## src/rtl/pixel_blend_pipe.sv

```systemverilog
// pixel_blend_pipe
// Weighted blend of two pixel beats: out = round((A*wgt_a + B*wgt_b) >> SHIFT).
// Both products are formed by shift-and-add over WGT_W cycles, one weight bit
// per cycle, with all CH channels advancing in lock-step.
// Optional feature macro: BLEND_SAT_EN (clamp instead of wrap on overflow).
//
// Handshake (both ports): a beat moves on a rising edge where valid && ready
// are both high; valid and payload stay asserted and stable until that edge,
// and ready may depend on state only, never combinationally on valid.
//
// dbg_state exposes the FSM state (IDLE=0, MULT=1, DONE=2) for checkers.

module pixel_blend_pipe #(
    parameter int PIX_W = 8,
    parameter int WGT_W = 4,
    parameter int CH    = 1,
    parameter int SHIFT = 3
) (
    input  logic                clk,
    input  logic                rst_n,
    input  logic                in_valid,
    output logic                in_ready,
    input  logic [CH*PIX_W-1:0] pix_a,
    input  logic [CH*PIX_W-1:0] pix_b,
    input  logic [WGT_W-1:0]    wgt_a,
    input  logic [WGT_W-1:0]    wgt_b,
    output logic                out_valid,
    input  logic                out_ready,
    output logic [CH*PIX_W-1:0] out_pix,
    output logic                busy,
    output logic [1:0]          dbg_state
);

    // Accumulator holds the full sum of both products without overflow;
    // the rounding adder gets one more bit so the bias cannot wrap.
    localparam int AW     = PIX_W + WGT_W + 1;
    localparam int RW     = AW + 1;
    localparam int CW     = $clog2(WGT_W + 1);
    localparam int RND_SH = (SHIFT > 0) ? SHIFT - 1 : 0;

    localparam logic [RW-1:0] RND  = (SHIFT > 0) ? (RW'(1) << RND_SH) : '0;
    localparam logic [CW-1:0] LAST = CW'(WGT_W);

    typedef enum logic [1:0] {
        IDLE = 2'd0,
        MULT = 2'd1,
        DONE = 2'd2
    } state_t;

    state_t            state;
    state_t            state_nxt;
    logic [CW-1:0]     cnt;
    logic [WGT_W-1:0]  wa_sh;
    logic [WGT_W-1:0]  wb_sh;
    logic [AW-1:0]     a_sh [CH];
    logic [AW-1:0]     b_sh [CH];
    logic [AW-1:0]     acc  [CH];
    logic [PIX_W-1:0]  res  [CH];
    logic              accept;

    assign accept    = in_valid && (state == IDLE);
    assign in_ready  = (state == IDLE);
    assign out_valid = (state == DONE);
    assign busy      = (state != IDLE);
    assign dbg_state = state;

    // State register
    always_ff @(posedge clk or negedge rst_n) begin
        if (!rst_n) begin
            state <= IDLE;
        end else begin
            state <= state_nxt;
        end
    end

    // Next-state logic: MULT runs WGT_W add cycles plus one result-register cycle
    always_comb begin
        state_nxt = state;
        unique case (state)
            IDLE: if (in_valid)     state_nxt = MULT;
            MULT: if (cnt == LAST)  state_nxt = DONE;
            DONE: if (out_ready)    state_nxt = IDLE;
            default:                state_nxt = IDLE;
        endcase
    end

    // Round-half-up normalisation, then wrap or clamp to PIX_W bits
`ifdef BLEND_SAT_EN
    logic [RW-1:0] rnd_shf [CH];
    localparam logic [RW-1:0] PIX_MAX = {{(RW-PIX_W){1'b0}}, {PIX_W{1'b1}}};

    always_comb begin
        for (int k = 0; k < CH; k++) begin
            rnd_shf[k] = ({1'b0, acc[k]} + RND) >> SHIFT;
            res[k]     = (rnd_shf[k] > PIX_MAX) ? {PIX_W{1'b1}}
                                                : rnd_shf[k][PIX_W-1:0];
        end
    end
`else
    always_comb begin
        for (int k = 0; k < CH; k++) begin
            res[k] = PIX_W'(({1'b0, acc[k]} + RND) >> SHIFT);
        end
    end
`endif

    // Datapath: capture on accept, shift-and-add in MULT, register result on the last MULT cycle.
    // Weights shift right so bit 0 is always the current bit; operands shift left to match.
    always_ff @(posedge clk or negedge rst_n) begin
        if (!rst_n) begin
            cnt     <= '0;
            wa_sh   <= '0;
            wb_sh   <= '0;
            out_pix <= '0;
            for (int k = 0; k < CH; k++) begin
                a_sh[k] <= '0;
                b_sh[k] <= '0;
                acc[k]  <= '0;
            end
        end else if (accept) begin
            cnt   <= '0;
            wa_sh <= wgt_a;
            wb_sh <= wgt_b;
            for (int k = 0; k < CH; k++) begin
                a_sh[k] <= AW'(pix_a[k*PIX_W +: PIX_W]);
                b_sh[k] <= AW'(pix_b[k*PIX_W +: PIX_W]);
                acc[k]  <= '0;
            end
        end else if (state == MULT) begin
            if (cnt != LAST) begin
                cnt   <= cnt + CW'(1);
                wa_sh <= wa_sh >> 1;
                wb_sh <= wb_sh >> 1;
                for (int k = 0; k < CH; k++) begin
                    a_sh[k] <= a_sh[k] << 1;
                    b_sh[k] <= b_sh[k] << 1;
                    acc[k]  <= acc[k] + (wa_sh[0] ? a_sh[k] : '0)
                                      + (wb_sh[0] ? b_sh[k] : '0);
                end
            end else begin
                for (int k = 0; k < CH; k++) begin
                    out_pix[k*PIX_W +: PIX_W] <= res[k];
                end
            end
        end
    end

endmodule

```

## config.mk

```make
export PLATFORM = sky130hd
export DESIGN_NAME = pixel_blend_pipe
export DESIGN_NICKNAME = d
export VERILOG_FILES = /design/src/rtl/pixel_blend_pipe.sv
export SDC_FILE = /design/constraint.sdc
export NUM_CORES = 1
export LEC_CHECK = 0
export ABC_AREA = 1
export BUFFER_PORTS_ARGS = -buffer_cell sky130_fd_sc_hd__buf_2
export CELL_PAD_IN_SITES_DETAIL_PLACEMENT = 0
export CELL_PAD_IN_SITES_GLOBAL_PLACEMENT = 2
export CORE_MARGIN = 2
export CORE_UTILIZATION = 37
export DETAILED_ROUTE_END_ITERATION = 6
export PLACE_DENSITY_LB_ADDON = 0.1
export SYNTH_ARGS = -nofsm -noshare
export SYNTH_HDL_FRONTEND = slang
export SYNTH_SLANG_ARGS = --single-unit
```

## constraint.sdc

```tcl
create_clock -name clk -period 4.25 [get_ports clk]
set_input_delay 0.85 -clock clk [delete_from_list [all_inputs] [get_ports clk]]
set_output_delay 0.85 -clock clk [all_outputs]
set_load 0.02 [all_outputs]
```

==> metrics.md <==
| Metric | Value |
|---|---|
| Initial core utilization | 37.5% |
| Tightest Hold Check Type | reg -> reg |
| Type of destination of the critical path | flop |
| Number of hold violations in the final report | 0 |
| Area used by multi-input combinational logic | 1520 um2 |
| LEAKAGE | 1.95 nW |
| # DRC | 0 |
| Final Worst Setup Slack | 1710 ps |
| Filler instances | 941 |
| Finished Cell Area | 3590 um2 |
| Sequential power share | 34.1% |
| Mean cell area of the mapped netlist | 8.35 um2 |
| Total Neg Setup Slack | 0 ps |
| Number of global-route vias before repair | 2520 |
| Global Route Usage Sum | 15.1% |
| Max-cap violations | 0 |
| Sum of buffers and inverters on the critical path | 1 |
| Ys Warns | 0 |
| Area of the placeable core | 8590 um2 |
| Fraction of final layout cells sized beyond drive strength 1 | 15.6% |
| Post-CTS setup buffer count | 0 |
| WHS | 476 ps |
| Final standard cell count with taps included and fillers excluded | 531 |
| Net switching component of the power | 1.30 mW |
| Worst-path clk slew | 90 ps |
| Number of levels the H-tree was split into | 2 |
| Die outline height | 97.4 um |
| Post-synthesis net count | 437 |
| Initial antenna violation count | 0 |
| Total number of cells along the worst setup path | 11 |
| Antenna diodes | 0 |
| Count of flip-flops with a built-in enable after synthesis | 0 |
| Highest-delay cell along the critical path | sky130_fd_sc_hd__dfrtp_1 |
| Unique cell type count in the Yosys netlist | 36 |
| Die Outline Area | 9480 um2 |
| Proportion of register bits with asynchronous set or reset after synthesis | 100% |
| Mapped Area | 3220 um2 |
| Area of placed instances | 3480 um2 |
| Internal power consumption | 1.48 mW |
| Delay of the slowest critical-path stage | 620 ps |
| Library cell with the largest summed area after synthesis | sky130_fd_sc_hd__dfrtp_1 |
| Status | completed |
| Via density per instance | 4.61 |
| WHS Path Cells | 2 |
| RePlAce Congestion | 0.760 |
| Remaining antenna violation count | 0 |
| Total via count in the routed design | 2448 |
| Buffers on Ports | 40 |
| X dimension of the die | 97.4 um |
| Data arrival time of the worst path | 2740 ps |
| Sequential standard cell area | 1350 um2 |
| Tightest slew margin relative to the limit | 58.2% |
| Min cycle time layout | 2540 ps |
| Number of cells in the design after placement | 523 |
| Layout Skew | 13.1 ps |
| Sum of net half-perimeters after detailed placement | 5.05 mm |
| 1st-iter DRT viols | 52 |
| TritonCTS Buffers | 5 |
| Ranking of synthesized cells by area | sky130_fd_sc_hd__dfrtp_1 42%, sky130_fd_sc_hd__nand2_1 14%, sky130_fd_sc_hd__inv_1 7.6%, sky130_fd_sc_hd__fa_1 6.8%, sky130_fd_sc_hd__ha_1 4.7% |
| Delay-heaviest family, CP | adder cells |
| Seq/Total Area, Yosys | 41.9% |
| Clock share of power | 12.3% |
| Routed WL | 6.52 mm |
| RSZ-0062 raised after global routing | no |
| Nets | 473 |
| Power Density | 775 nW/um2 |
| Count of pins on the block boundary | 41 |
| Total gr overflow | 0 |
| Layout overhead on the synthesized area | 11.3% |
| Cell at the root of the clock tree | sky130_fd_sc_hd__clkbuf_8 |
| Crit path top cell by count | sky130_fd_sc_hd__nand2_1 |
| Cell count of the worst reg-to-reg path | 11 |
| Cts repair resizes | 0 |
| Syn Inst Count | 386 |
| Worst Setup Slack post-DPL | 1690 ps |
| Most used cells in the layout excluding fill and tap cells | 117 x sky130_fd_sc_hd__nand2_1, 65 x sky130_fd_sc_hd__inv_1, 54 x sky130_fd_sc_hd__dfrtp_1 |
| Fraction of power spent switching nets | 46.7% |
| CTS Buffer Depth | 2 |
| CP Data Required Time | 4440 ps |
| Timing-limited maximum frequency | 393 MHz |
| Critical path, cell by cell | nand2_1, inv_1, fa_1, ha_1, fa_1, nand3_1, nand2_1, a21oi_1, nand2_1, nand2_1, o21ai_1 |
| Clock Sinks | 54 |
| Final-report setup violation count | 0 |
| Maximum resistive drop on vdd | 207 uV |
| Post-synthesis register bit count | 54 |
| Maximum number of pins on one net before global-route repair | 36 |
| Worst-Margin Slew | 624 ps |
| Portion of the clock cycle consumed by the worst path in the final layout | 59.8% |
| Area share of the leading cell type in the synthesized netlist | 41.9% |
| Main flop type after synthesis | sky130_fd_sc_hd__dfrtp_1 |
| Pins over their slew limit | 0 |
| Hold-fix buffers at CTS | 0 |
| Kind of launch point of the worst setup path | flop |
| Wire length of the first global-routing pass | 11.7 mm |
| Critical path peak fanout | 13 |
| Number of detailed-routing iterations run before antenna repair | 4 |
| Commonest non-fill, non-tap cell in the layout | sky130_fd_sc_hd__nand2_1 |
| Placement row count | 34 |
| Clock tree from TritonCTS | built |
| Crit Path Class | reg -> reg |
| Share of power burned in combinational logic | 53.6% |
| Worst skew pair latency | 310 ps |
| Detailed-route wire length per cell | 12.3 um |
-- power by group through the flow --
| stage | combinational (mW) | sequential, mW | clock [mW] |
|---|---|---|---|
| 3_3_place_gp | 1.52 | 0.961 | 0 |
| 5_1_grt | 1.75 | 0.989 | 0.378 |
| 2_1_floorplan | 1.23 | 0.941 | 0 |
| 4_1_cts | 1.53 | 0.952 | 0.356 |
| 3_5_place_dp | 1.52 | 0.963 | 0 |
| 6_report | 1.49 | 0.947 | 0.342 |
-- final timing paths --
path	start	endpoint	slack [ps]
max	wb_sh[0]	acc[7]	1710
max reg2reg	wb_sh[0]	acc[7]	1710
min in group asynchronous	rst_n	dbg_state[0]	490
min	out_pix[0]	out_pix[0]	480
min reg2reg	out_pix[0]	out_pix[0]	480
max in group asynchronous	rst_n	a_sh[9]	2960
-- worst reg2reg max path: cells and delay by family, from the launching register on --
| kind | cells | cell delay, ps |
|---|---|---|
| AO/OA/AOI/OAI | 2 | 250 |
| adder cells (fa/ha/maj) | 3 | 1070 |
| buffers and inverters | 1 | 80 |
| flip-flops | 1 | 620 |
| AND/OR/NAND/NOR | 5 | 420 |
-- sequential cells by signal, indices dropped and copies added, names as in the netlist --
signal and flops:
a_sh 11, acc 11, b_sh 11, cnt 3
dbg_state 2, out_pix 8, wa_sh 4, wb_sh 4
-- cell usage after synthesis (2+ instances only) --
cell / n
sky130_fd_sc_hd__ha_1: 12
sky130_fd_sc_hd__o211ai_1: 4
sky130_fd_sc_hd__buf_6: 4
sky130_fd_sc_hd__clkbuf_1: 2
sky130_fd_sc_hd__o221ai_2: 5
sky130_fd_sc_hd__o31ai_1: 2
sky130_fd_sc_hd__o221ai_1: 8
sky130_fd_sc_hd__inv_2: 5
sky130_fd_sc_hd__nand3_1: 18
sky130_fd_sc_hd__buf_4: 2
sky130_fd_sc_hd__dfrtp_1: 54
sky130_fd_sc_hd__a21oi_1: 7
sky130_fd_sc_hd__nand2_1: 117
sky130_fd_sc_hd__nor2_2: 2
sky130_fd_sc_hd__o22ai_1: 6
sky130_fd_sc_hd__inv_1: 65
sky130_fd_sc_hd__nor2_1: 17
sky130_fd_sc_hd__buf_2: 4
sky130_fd_sc_hd__a22o_1: 4
sky130_fd_sc_hd__o21ai_1: 8
sky130_fd_sc_hd__o21bai_1: 2
sky130_fd_sc_hd__nand2_2: 2
sky130_fd_sc_hd__o311ai_0: 2
sky130_fd_sc_hd__a31oi_1: 2
sky130_fd_sc_hd__o21ai_0: 9
sky130_fd_sc_hd__fa_1: 11
sky130_fd_sc_hd__xnor2_1: 3
-- through the flow --
stage / util (%) / total power [mW]
after floorplan: - / 2.17
after global placement: 40.5 / 2.48
after detailed placement: 40.5 / 2.48
after CTS: 41.8 / 2.83
after global routing: 41.8 / 3.11
final: 41.8 / 2.78
-- logic make-up (layout without fill, tap and decap cells) --
group                      count (synthesis)  after routing  synth area share [%]
and+or+nand+nor                          162            162                  20.8
buffers and inverters                     82            119                  10.9
AOI/OAI and AO/OA                         61             61                  13.8
DFF                                       54             54                  41.9
adders and majority gates                 23             23                  11.5
xor gates and xnor gates                   4              4                  1.09
-- metal layers --
metal | GRT usage, % | wire [um] | vias up
met5 | 0 | 0 | -
met4 | 3.21 | 57 | 0
met3 | 2.73 | 219 | 5
met2 | 24.0 | 2810 | 36
met1 | 21.6 | 3430 | 1106
li1 | - | - | 1301
-- area by class of cell --
cell class              instances  share of cell area, %
multi-input cells             250                   42.4
clock inverters                 3                   1.12
inverters                      70                   7.32
repair buffers                 41                   5.79
well taps                     108                   3.77
flip-flops and latches         54                   37.7
clock buffers                   5                   1.92
Power figures use the tool's default switching activity.
